--- config.mk ---
export PLATFORM = sky130hd
export DESIGN_NAME = wb_writeback_stage
export DESIGN_NICKNAME = d
export VERILOG_FILES = /design/src/rtl/wb_writeback_stage.sv
export SDC_FILE = /design/constraint.sdc
export NUM_CORES = 1
export LEC_CHECK = 0
export BUFFER_PORTS_ARGS = -buffer_cell sky130_fd_sc_hd__buf_4
export CELL_PAD_IN_SITES_DETAIL_PLACEMENT = 0
export CELL_PAD_IN_SITES_GLOBAL_PLACEMENT = 1
export CORE_MARGIN = 4
export CORE_UTILIZATION = 38
export DETAILED_ROUTE_END_ITERATION = 10
export GPL_TIMING_DRIVEN = 0
export HOLD_SLACK_MARGIN = 0.12
export PLACE_DENSITY = 0.87
export RECOVER_POWER = 25
export SYNTH_ARGS = -nofsm -noshare
export SYNTH_HDL_FRONTEND = slang
export SYNTH_SLANG_ARGS = --single-unit
export TNS_END_PERCENT = 20
--- constraint.sdc ---
create_clock -name clk -period 5.5 [get_ports clk]
set_input_delay 1.65 -clock clk [delete_from_list [all_inputs] [get_ports clk]]
set_output_delay 1.65 -clock clk [all_outputs]
set_load 0.05 [all_outputs]
--- src/rtl/wb_writeback_stage.sv ---
// wb_writeback_stage: writeback stage owning the register file write port.
// Accepts MEM/WB bundles over a valid/ready handshake, waits for the
// data-memory response on loads, extracts and extends the loaded value,
// and issues exactly one registered write pulse per instruction.
//
// Optional feature (macro WB_FWD_EN): adds id_rs1/id_rs2 inputs and
// fwd_rs1_hit/fwd_rs2_hit/fwd_data outputs, so ID can bypass the register
// file during the cycle a write is pending.
//
// Handshake: a bundle is accepted on a rising clk edge where
// in_valid & in_ready are both 1. in_ready is a pure function of state
// (1 in IDLE and WRITE, 0 in WAIT_LOAD). The upstream stage must hold its
// bundle stable while in_valid=1 and in_ready=0.
//
// state_dbg exposes the FSM state: 0=IDLE, 1=WAIT_LOAD, 2=WRITE.

module wb_writeback_stage #(
   parameter int XLEN = 32,
   parameter int REGS = 32
) (
   input  logic                      clk,
   input  logic                      rst,
   input  logic                      in_valid,
   output logic                      in_ready,
   input  logic [$clog2(REGS)-1:0]   in_rd,
   input  logic                      in_wer,
   input  logic                      in_is_load,
   input  logic [2:0]                in_funct3,
   input  logic [1:0]                in_addr_lo,
   input  logic [XLEN-1:0]           in_result,
   input  logic                      mem_rsp_valid,
   input  logic [XLEN-1:0]           mem_rsp_data,
   output logic                      wer,
   output logic [$clog2(REGS)-1:0]   rd,
   output logic [XLEN-1:0]           regdata,
   output logic                      retire,
   output logic                      err_unexp_rsp,
`ifdef WB_FWD_EN
   input  logic [$clog2(REGS)-1:0]   id_rs1,
   input  logic [$clog2(REGS)-1:0]   id_rs2,
   output logic                      fwd_rs1_hit,
   output logic                      fwd_rs2_hit,
   output logic [XLEN-1:0]           fwd_data,
`endif
   output logic [1:0]                state_dbg
);

   localparam int RW = $clog2(REGS);

   typedef enum logic [1:0] {
      IDLE      = 2'd0,
      WAIT_LOAD = 2'd1,
      WRITE     = 2'd2
   } state_t;

   state_t          state;

   // Load attributes captured at accept time, used when the response arrives.
   logic [RW-1:0]   l_rd;
   logic            l_wer;
   logic [2:0]      l_funct3;
   logic [1:0]      l_addr_lo;

   logic [7:0]      byte_sel;
   logic [15:0]     half_sel;
   logic [XLEN-1:0] load_data;

   assign in_ready  = (state != WAIT_LOAD);
   assign state_dbg = state;

   // Select the byte/half lane and extend according to the latched load type.
   always_comb begin
      byte_sel  = 8'h00;
      half_sel  = 16'h0000;
      load_data = mem_rsp_data;
      case (l_addr_lo)
         2'd0:    byte_sel = mem_rsp_data[7:0];
         2'd1:    byte_sel = mem_rsp_data[15:8];
         2'd2:    byte_sel = mem_rsp_data[23:16];
         default: byte_sel = mem_rsp_data[31:24];
      endcase
      // Misaligned halves are not trapped here; only addr_lo[1] picks the lane.
      half_sel = l_addr_lo[1] ? mem_rsp_data[31:16] : mem_rsp_data[15:0];
      case (l_funct3)
         3'b000:  load_data = {{(XLEN-8){byte_sel[7]}}, byte_sel};
         3'b001:  load_data = {{(XLEN-16){half_sel[15]}}, half_sel};
         3'b100:  load_data = {{(XLEN-8){1'b0}}, byte_sel};
         3'b101:  load_data = {{(XLEN-16){1'b0}}, half_sel};
         default: load_data = mem_rsp_data;   // LW and undefined codes
      endcase
   end

   // Writeback FSM with registered write-port outputs and sticky error flag.
   always_ff @(posedge clk or posedge rst) begin
      if (rst) begin
         state         <= IDLE;
         wer           <= 1'b0;
         rd            <= '0;
         regdata       <= '0;
         retire        <= 1'b0;
         err_unexp_rsp <= 1'b0;
         l_rd          <= '0;
         l_wer         <= 1'b0;
         l_funct3      <= 3'b000;
         l_addr_lo     <= 2'b00;
      end else begin
         // A response is only expected while waiting on a load; anything else
         // (including one coinciding with a new load accept) is flagged.
         if (mem_rsp_valid && (state != WAIT_LOAD))
            err_unexp_rsp <= 1'b1;

         case (state)
            IDLE, WRITE: begin
               if (in_valid) begin
                  if (in_is_load) begin
                     state     <= WAIT_LOAD;
                     l_rd      <= in_rd;
                     l_wer     <= in_wer;
                     l_funct3  <= in_funct3;
                     l_addr_lo <= in_addr_lo;
                     wer       <= 1'b0;
                     retire    <= 1'b0;
                  end else begin
                     state   <= WRITE;
                     wer     <= in_wer & (in_rd != '0);
                     rd      <= in_rd;
                     regdata <= in_result;
                     retire  <= 1'b1;
                  end
               end else begin
                  // rd and regdata keep their last value.
                  state  <= IDLE;
                  wer    <= 1'b0;
                  retire <= 1'b0;
               end
            end
            WAIT_LOAD: begin
               if (mem_rsp_valid) begin
                  state   <= WRITE;
                  wer     <= l_wer & (l_rd != '0);
                  rd      <= l_rd;
                  regdata <= load_data;
                  retire  <= 1'b1;
               end
            end
            default: begin
               state  <= IDLE;
               wer    <= 1'b0;
               retire <= 1'b0;
            end
         endcase
      end
   end

`ifdef WB_FWD_EN
   // Bypass from the pending write, derived from the registered outputs.
   assign fwd_rs1_hit = wer & (rd == id_rs1);
   assign fwd_rs2_hit = wer & (rd == id_rs2);
   assign fwd_data    = regdata;
`endif

endmodule

==> flow_metrics.tcl, run 1 <==
set metrics [dict create \
    synth_edf_count 0 \
    syn_nets 408 \
    instances_no_fill 561 \
    clock_sinks 52 \
    final_common_cell "buf_4" \
    avgViaCountPerCell 5.51 \
    clock_path_buffers 2 \
    relSlewSlack_pct 1.11 \
    hpwl_mm 8.01 \
    p_int_mw 0.947 \
    syn_area_mm2 0.00298 \
    hold_viol 0 \
    dieArea_mm2 0.00933 \
    setup_viol 0 \
    synth_top_family_by_area "compound AO/OA/AOI/OAI gates" \
    rsz0062_at_grt "no" \
    drt_iter0_drc 143 \
    detail_route.wl_per_cell_um 18.2 \
    yosys-top-cells-area "dfrtp_1 44%, mux2_2 6.4%, nand2_1 5.2%" \
    dp_cells 553 \
    synthAdderAreaFrac_pct 0 \
    p_per_area_mw_per_mm2 426 \
    synth-compound-area-share_pct 24.0 \
    start_util_pct 38.8 \
    cp.arrival_ps 1930 \
    core_area_mm2 0.00769 \
    die_h_um 96.6 \
    cts_resized 0 \
    synth_top_area_share_pct 43.6 \
    clk_pin_slew_ps 90 \
    yosysWarnings 0 \
    switching_share_pct 46.4 \
    synthSimpleGateAreaFrac_pct 18.0 \
    ys_ff_latch 52 \
    via_count 3089 \
    power.leakage_nw 1.86 \
    crit_slowest_cell "dfrtp_1" \
    grt_max_degree 28 \
    cap_violations 0 \
    syn_to_final_growth_pct 39.1 \
    grt_util_all_layers_pct 21.6 \
    insertion_delay_ps 310 \
    fmax_ghz 0.279 \
    irDropWorstVdd_mv 0.202 \
    synthMuxAreaShare_pct 8.77 \
    crit_path_cell_trace "and2b_1 -> buf_4 -> inv_1 -> clkbuf_1 -> buf_4" \
    worstMarginPinSlew_ps 1480 \
    final_max_slew_viol_count 0 \
    post_cts_buffers 0 \
    finalPower_mw 1.77 \
    grt_pass1_vias 3089 \
    status "complete, no violations" \
    fin_tns_setup_ps 0 \
    grt_overflow 0 \
    async_flop_share_pct 100 \
    cts_tree "done" \
    synth_xor_area_share_pct 0 \
    switchingPower_mw 0.820 \
    worstPathMaxFanout 10 \
    seq_power_share_pct 31.6 \
    slowest_delay_ps 440 \
    drc_errors 0 \
    io_pins 123 \
    crit_top_cell "buf_4" \
    numCtsBuffers 5 \
    end_kind "primary output" \
    layout_common_cells "123 x buf_4, 52 x dfrtp_1, 41 x nand2_1, 34 x nor2_1, 24 x o21ai_0" \
    gp_congestion 0.850 \
    nFillCells 729 \
    yosys.cell_types.count 41 \
    routed_wl_mm 10.2 \
    crit_type "reg2out" \
    synth_top_cell_by_area "dfrtp_1" \
    critPathRequiredTime_ps 3850 \
    pwr-share-clk_pct 16.1 \
    die_width_um 96.6 \
    skew_ps 11.0 \
    io_buffers 122 \
    diodes 0 \
    min-delay-path-class "reg2reg" \
    layout-drive-gt1-share_pct 37.7 \
    design_area_mm2 0.00415 \
    synth-main-ff-cell "dfrtp_1" \
    grt_pass1_wl_mm 15.4 \
    clock-root-buffer "clkbuf_8" \
    cts_hold_buf 0 \
    htreeDepth 2 \
    finalCritPeriodShare_pct 65.2 \
    firstDrtPassIters 5 \
    ant_nets 0 \
    antenna_found_initial 0 \
    ys_seq_area_share_pct 43.6 \
    min_period_ps 3580 \
    final_nets 538 \
    rows 32 \
    synthCells 328 \
    worst_setup_path_start_kind "register" \
    power_frac_comb_pct 52.3 \
    synth_area_per_cell_um2 9.09 \
    dpl-instance-area_mm2 0.00405 \
]
-- per-layer routing --
layer	global-route usage (%)	vias to the layer above	routed length, um
li1	-	1444	-
met1	26.5	1505	4250
met2	37.5	125	4800
met3	4.96	15	937
met4	6.78	0	198
met5	0	-	0
-- final timing paths --
kind | start | end | slack, ps | depth (start not counted)
max in group asynchronous | rst | regdata[1] | 2020 | 3
min in group asynchronous | rst | l_rd[3] | 1580 | 2
worst max register to register | state_dbg[0] | regdata[14] | 3570 | 6
worst max-delay path | state_dbg[0] | in_ready | 1920 | 5
worst min-delay path | err_unexp_rsp | err_unexp_rsp | 470 | 1
worst min register to register | err_unexp_rsp | err_unexp_rsp | 470 | 1
-- power groups by stage --
stage | clock network, mW | logic (mW) | registers [mW]
global placement | 0 | 0.916 | 0.563
finish | 0.284 | 0.924 | 0.558
floorplan | 0 | 0.309 | 0.878
detailed placement | 0 | 0.927 | 0.567
CTS | 0.293 | 0.928 | 0.559
global route | 0.308 | 0.982 | 0.571
-- worst max-delay path, delay by kind of cell, from the launching register on --
family	cells	cell delay, ps
buffers and inverters	4	1020
flip-flops	1	440
AND/OR/NAND/NOR	1	170
-- synthesized netlist by cell type, types with 2 or more instances --
cell type and instances:
nand4b_1 3, buf_4 3, mux2_2 17, a211oi_1 7, a21oi_1 23, a211oi_2 10
nand3_1 4, o21ai_0 24, nand3b_1 2, and4_1 2, or4_1 2, inv_1 7
nor2_1 34, o21a_1 2, o22ai_1 8, a221oi_1 4, dfrtp_1 52, buf_6 2
mux2i_1 7, nand2_1 41, a31oi_1 8, nand2b_1 3, a21o_1 7, buf_2 8
nor3_1 18, clkbuf_1 12, nor2b_1 2, o221ai_1 3
-- final cells by class --
type	count	area, um^2	share of cell area [%]
well taps	102	128	3.08
plain buffers	26	134	3.23
clock inverters	2	38.8	0.935
flip-flops and latches	52	1300	31.4
repair buffers	123	916	22.1
inverters	8	30.0	0.724
clock buffers	6	82.6	1.99
multi-input cells	242	1520	36.6
-- cell families (layout without fill, tap and decap cells) --
family | Yosys count | in the layout
flip-flops | 52 | 52
AND/OR/NAND/NOR | 116 | 116
buffers and inverters | 34 | 165
multiplexers | 24 | 24
AO/OA/AOI/OAI | 102 | 102
-- metrics by stage --
stage	worst slack, ps	util, %	hold slack, ps
2_1_floorplan	2120	-	480
4_1_cts	1870	54.2	477
3_5_place_dp	2230	52.6	454
5_1_grt	1570	53.9	515
3_3_place_gp	1810	52.4	445
6_report	1920	53.9	470
-- sequential cells by signal (all words and copies together) (netlist names) --
name and flops:
l_funct3 3, l_addr_lo 2, state_dbg 1, rd 5, l_rd 5, regdata 32, err_unexp_rsp 1, retire 1
l_wer 1, wer 1
Note: power is estimated with default switching activity, not from simulation.
==> inputs of run 2 (changes only) <==
--- a/config.mk
+++ b/config.mk
@@ -9,11 +9,11 @@
 export CELL_PAD_IN_SITES_DETAIL_PLACEMENT = 0
 export CELL_PAD_IN_SITES_GLOBAL_PLACEMENT = 1
 export CORE_MARGIN = 4
-export CORE_UTILIZATION = 38
+export CORE_UTILIZATION = 35
 export DETAILED_ROUTE_END_ITERATION = 10
 export GPL_TIMING_DRIVEN = 0
 export HOLD_SLACK_MARGIN = 0.12
-export PLACE_DENSITY = 0.87
+export PLACE_DENSITY = 0.81
 export RECOVER_POWER = 25
 export SYNTH_ARGS = -nofsm -noshare
 export SYNTH_HDL_FRONTEND = slang
==> constraint.sdc (replaced) <==
create_clock -name clk -period 3.5 [get_ports clk]
set_input_delay 1.05 -clock clk [delete_from_list [all_inputs] [get_ports clk]]
set_output_delay 1.05 -clock clk [all_outputs]
set_load 0.05 [all_outputs]
==> flow_metrics.tcl, run 2 (synthesis results as in run 1) <==
set metrics [dict create \
    design_area_mm2 0.00415 \
    top_register "regdata" \
    nFillCells 844 \
    cts_hold_buf 0 \
    grt_util_all_layers_pct 20.1 \
    top_regs "regdata: 32 flops, l_rd: 5 flops, rd: 5 flops" \
    io_pins 123 \
    final_max_slew_viol_count 0 \
    worstMarginPinSlew_ps 1400 \
    clock-root-buffer "clkbuf_8" \
    irDropWorstVdd_mv 0.272 \
    fin_tns_setup_ps 0 \
    grt_pass1_vias 2998 \
    grt_pass1_wl_mm 15.9 \
    gp_congestion 0.895 \
    rows 33 \
    largest_register_ffs 32 \
    register_area_mm2 0.00130 \
    worst_setup_path_start_kind "register" \
    worstPathMaxFanout 10 \
    via_count 3065 \
    multi_input_area_mm2 0.00152 \
    drc_errors 0 \
    fmax_ghz 0.329 \
    avgViaCountPerCell 5.43 \
    fin_util_pct 50.3 \
    cap_violations 0 \
    hpwl_mm 8.17 \
    die_width_um 100 \
    dpl-instance-area_mm2 0.00405 \
    status "complete, no violations" \
    reg2reg_depth 6 \
    post_cts_buffers 0 \
    firstDrtPassIters 5 \
    die_h_um 100 \
    layout_common_cells "124 x buf_4, 52 x dfrtp_1, 41 x nand2_1, 34 x nor2_1, 24 x o21ai_0" \
    antenna_found_initial 0 \
    syn_to_final_growth_pct 39.3 \
    grt_overflow 0 \
    rsz0062_at_grt "no" \
    slowest_delay_ps 460 \
    numCtsBuffers 5 \
    hold_viol 0 \
    io_buffers 122 \
    crit_type "reg2out" \
    cts_tree "done" \
    layout-drive-gt1-share_pct 37.9 \
    dieArea_mm2 0.0101 \
    cts_resized 0 \
    routed_wl_mm 10.3 \
    drt_iter0_drc 192 \
    relSlewSlack_pct 6.74 \
    min_period_ps 3040 \
    core_area_mm2 0.00826 \
    min-delay-path-class "reg2reg" \
    final_nets 538 \
    crit_path_cell_trace "and2b_1 -> buf_4 -> inv_1 -> clkbuf_1 -> buf_4" \
    holdPathStages 1 \
    critPathRequiredTime_ps 2450 \
    diodes 0 \
    clock_path_buffers 2 \
    crit_top_cell "buf_4" \
    crit_slowest_cell "clkbuf_1" \
    p_per_area_mw_per_mm2 665 \
    clk_pin_slew_ps 100 \
    cp.arrival_ps 1990 \
    power.leakage_nw 1.87 \
    start_util_pct 36.1 \
    setup_viol 0 \
    insertion_delay_ps 310 \
    ant_nets 0 \
    finalCritPeriodShare_pct 87.0 \
    htreeDepth 2 \
    grt_max_degree 32 \
    skew_ps 5.67 \
    final_common_cell "buf_4" \
    clock_sinks 52 \
    end_kind "primary output" \
    detail_route.wl_per_cell_um 18.3 \
    finalPower_mw 2.76 \
]
==> run 2: changes by cell type in the layout (fill, tap and decap cells not counted), sizes merged <==
| cell | before | now |
|---|---|---|
| clkbuf | 21 | 18 |
| buf | 134 | 135 |
| clkinvlp | 0 | 1 |
| dlymetal6s4s | 0 | 1 |
==> run 2: path summary, 6_finish.rpt <==
path,startpoint,to,slack (ps)
min reg2reg,err_unexp_rsp,err_unexp_rsp,470
min,err_unexp_rsp,err_unexp_rsp,470
max,state_dbg[0],in_ready,460
min in group asynchronous,rst,regdata[21],900
max in group asynchronous,rst,regdata[1],710
max reg2reg,state_dbg[0],regdata[22],1590
==> run 2: critical path: cells and delay by family (launching register included) <==
family	cells	cell delay (ps)
and+or+nand+nor	1	170
buffers and inverters	4	1080
DFF	1	430
==> run 2: metal layers <==
layer  track usage, %  share of wire [%]  up-vias
met4             3.11               0.91        0
met3             4.45                8.9        9
met2             32.9                 48      131
met1             27.8                 43     1478
li1                 -                  -     1447
met5                0                  0        -
==> run 2: metrics by stage <==
step | hold slack (ps) | std cells | setup slack, ps
after detailed placement | 448 | 556 | 831
after global placement | 441 | 555 | 404
after global routing | 502 | 564 | 231
final | 472 | 564 | 457
after CTS | 475 | 564 | 467
after floorplan | 480 | 328 | 720
==> run 2: layout make-up <==
cell class	count	area share, %
clock buffer	5	1.66
tap	105	3.16
multi-input combinational	242	36.5
buffer	26	3.22
inverter	8	0.723
timing repair buffer	123	22.4
clock inverter	3	1.02
sequential	52	31.3
==> run 2: power by group <==
| group | internal, mW | switching, mW | total (mW) |
|---|---|---|---|
| sequential | 0.770 | 0.102 | 0.872 |
| clock | 0.212 | 0.216 | 0.428 |
| combinational | 0.485 | 0.976 | 1.46 |
| total | 1.47 | 1.29 | 2.76 |
==> inputs of run 3 (changes only) <==
--- a/config.mk
+++ b/config.mk
@@ -8,12 +8,13 @@
 export BUFFER_PORTS_ARGS = -buffer_cell sky130_fd_sc_hd__buf_4
 export CELL_PAD_IN_SITES_DETAIL_PLACEMENT = 0
 export CELL_PAD_IN_SITES_GLOBAL_PLACEMENT = 1
+export CORE_ASPECT_RATIO = 0.8
 export CORE_MARGIN = 4
-export CORE_UTILIZATION = 35
+export CORE_UTILIZATION = 25
 export DETAILED_ROUTE_END_ITERATION = 10
 export GPL_TIMING_DRIVEN = 0
 export HOLD_SLACK_MARGIN = 0.12
-export PLACE_DENSITY = 0.81
+export PLACE_DENSITY = 0.62
 export RECOVER_POWER = 25
 export SYNTH_ARGS = -nofsm -noshare
 export SYNTH_HDL_FRONTEND = slang
==> flow_metrics.tcl, run 3 (synthesis results as in run 1) <==
set metrics [dict create \
    worst_setup_path_start_kind "register" \
    grt_pass1_wl_mm 17.7 \
    core_area_mm2 0.0116 \
    insertion_delay_ps 290 \
    firstDrtPassIters 4 \
    relSlewSlack_pct 17.1 \
    clock_sinks 52 \
    pwr-share-clk_pct 18.1 \
    irDropWorstVdd_mv 0.243 \
    numCtsBuffers 5 \
    end_kind "primary output" \
    nFillCells 1216 \
    status "complete, no violations" \
    cts_hold_buf 0 \
    crit_type "reg2out" \
    die_width_um 130 \
    grt_util_all_layers_pct 16.6 \
    drc_errors 0 \
    seq_power_share_pct 30.7 \
    critPathRequiredTime_ps 2450 \
    layout_common_cells "123 x buf_4, 52 x dfrtp_1, 41 x nand2_1, 34 x nor2_1, 24 x o21ai_0" \
    clock_path_buffers 2 \
    dpl-instance-area_mm2 0.00411 \
    io_pins 123 \
    final_max_slew_viol_count 0 \
    grt_max_degree 32 \
    clk_pin_slew_ps 80 \
    top_regs "regdata: 32 flops, l_rd: 5 flops, rd: 5 flops" \
    htreeDepth 2 \
    largest_register_ffs 32 \
    min-delay-path-class "reg2reg" \
    cts_resized 0 \
    syn_to_final_growth_pct 42.0 \
    switching_share_pct 46.8 \
    switchingPower_mw 1.34 \
    post_cts_buffers 0 \
    crit_top_cell "buf_4" \
    p_per_area_mw_per_mm2 678 \
    avgViaCountPerCell 4.95 \
    min_period_ps 3050 \
    grt_overflow 0 \
    start_util_pct 25.7 \
    skew_ps 5.04 \
    crit_path_cell_trace "and2b_1 -> buf_4 -> inv_1 -> clkbuf_1 -> buf_4" \
    ant_nets 0 \
    worstPathMaxFanout 10 \
    cap_violations 0 \
    rows 35 \
    worstMarginPinSlew_ps 1240 \
    cts_tree "done" \
    via_count 3007 \
    clock-root-buffer "clkbuf_16" \
    routed_wl_mm 11.6 \
    io_buffers 122 \
    final_nets 538 \
    antenna_found_initial 0 \
    fmax_ghz 0.328 \
    drt_iter0_drc 164 \
    design_area_mm2 0.00424 \
    cp.arrival_ps 2000 \
    hpwl_mm 9.21 \
    grt_pass1_vias 3041 \
    top_register "regdata" \
    setup_viol 0 \
    rsz0062_at_grt "no" \
    finalCritPeriodShare_pct 87.1 \
    layout-drive-gt1-share_pct 37.7 \
    power_frac_comb_pct 51.3 \
    p_int_mw 1.53 \
    dieArea_mm2 0.0137 \
    final_common_cell "buf_4" \
    diodes 0 \
    gp_congestion 0.799 \
    detail_route.wl_per_cell_um 19.1 \
    die_h_um 106 \
    fin_tns_setup_ps 0 \
    power.leakage_nw 1.87 \
    hold_viol 0 \
    crit_slowest_cell "clkbuf_1" \
    slowest_delay_ps 490 \
]
[run 3: layout make-up]
type	instances	area [um^2]	area share [%]
sequential	52	1300	30.7
timing repair buffer	123	916	21.6
buffer	26	134	3.16
tap	148	185	4.37
multi-input combinational	242	1520	35.8
clock inverter	3	27.5	0.650
inverter	8	30.0	0.709
clock buffer	5	125	2.95
[run 3: power groups by stage]
| stage | sequential [mW] | clock (mW) | combinational, mW |
|---|---|---|---|
| floorplan | 1.38 | 0 | 0.486 |
| global placement | 0.889 | 0 | 1.47 |
| detailed placement | 0.892 | 0 | 1.48 |
| CTS | 0.881 | 0.536 | 1.49 |
| global route | 0.901 | 0.561 | 1.57 |
| finish | 0.880 | 0.519 | 1.47 |
[run 3: worst paths after layout]
path | cells past startpoint | from | slack (ps) | to
max | 5 | state_dbg[0] | 450 | in_ready
max in group asynchronous | 3 | rst | 680 | regdata[14]
min reg2reg | 1 | err_unexp_rsp | 470 | err_unexp_rsp
max reg2reg | 6 | retire | 1510 | regdata[26]
min in group asynchronous | 2 | rst | 1090 | regdata[20]
min | 1 | err_unexp_rsp | 470 | err_unexp_rsp
[run 3: critical path: cells and delay by family, from the launching register on]
family | cells | cell delay (ps)
DFF | 1 | 430
and+or+nand+nor | 1 | 170
buffers and inverters | 4 | 1110
[run 3: metal layers]
layer | up-vias | wire [um] | global-route usage (%)
met5 | - | 0 | 0
met3 | 10 | 842 | 3.50
met1 | 1437 | 5850 | 25.6
met4 | 0 | 114 | 3.26
li1 | 1445 | - | -
met2 | 115 | 4770 | 23.7
[run 3: through the flow]
step           hold slack (ps)  util, %  std cells  setup WS, ps  total power [mW]
3_5_place_dp               447     35.4        599           767              2.37
5_1_grt                    498     36.5        607           208              3.03
6_report                   474     36.5        607           452              2.87
3_3_place_gp               445     35.2        598           356              2.36
2_1_floorplan              480        -        328           720              1.87
4_1_cts                    474     36.7        607           435              2.90
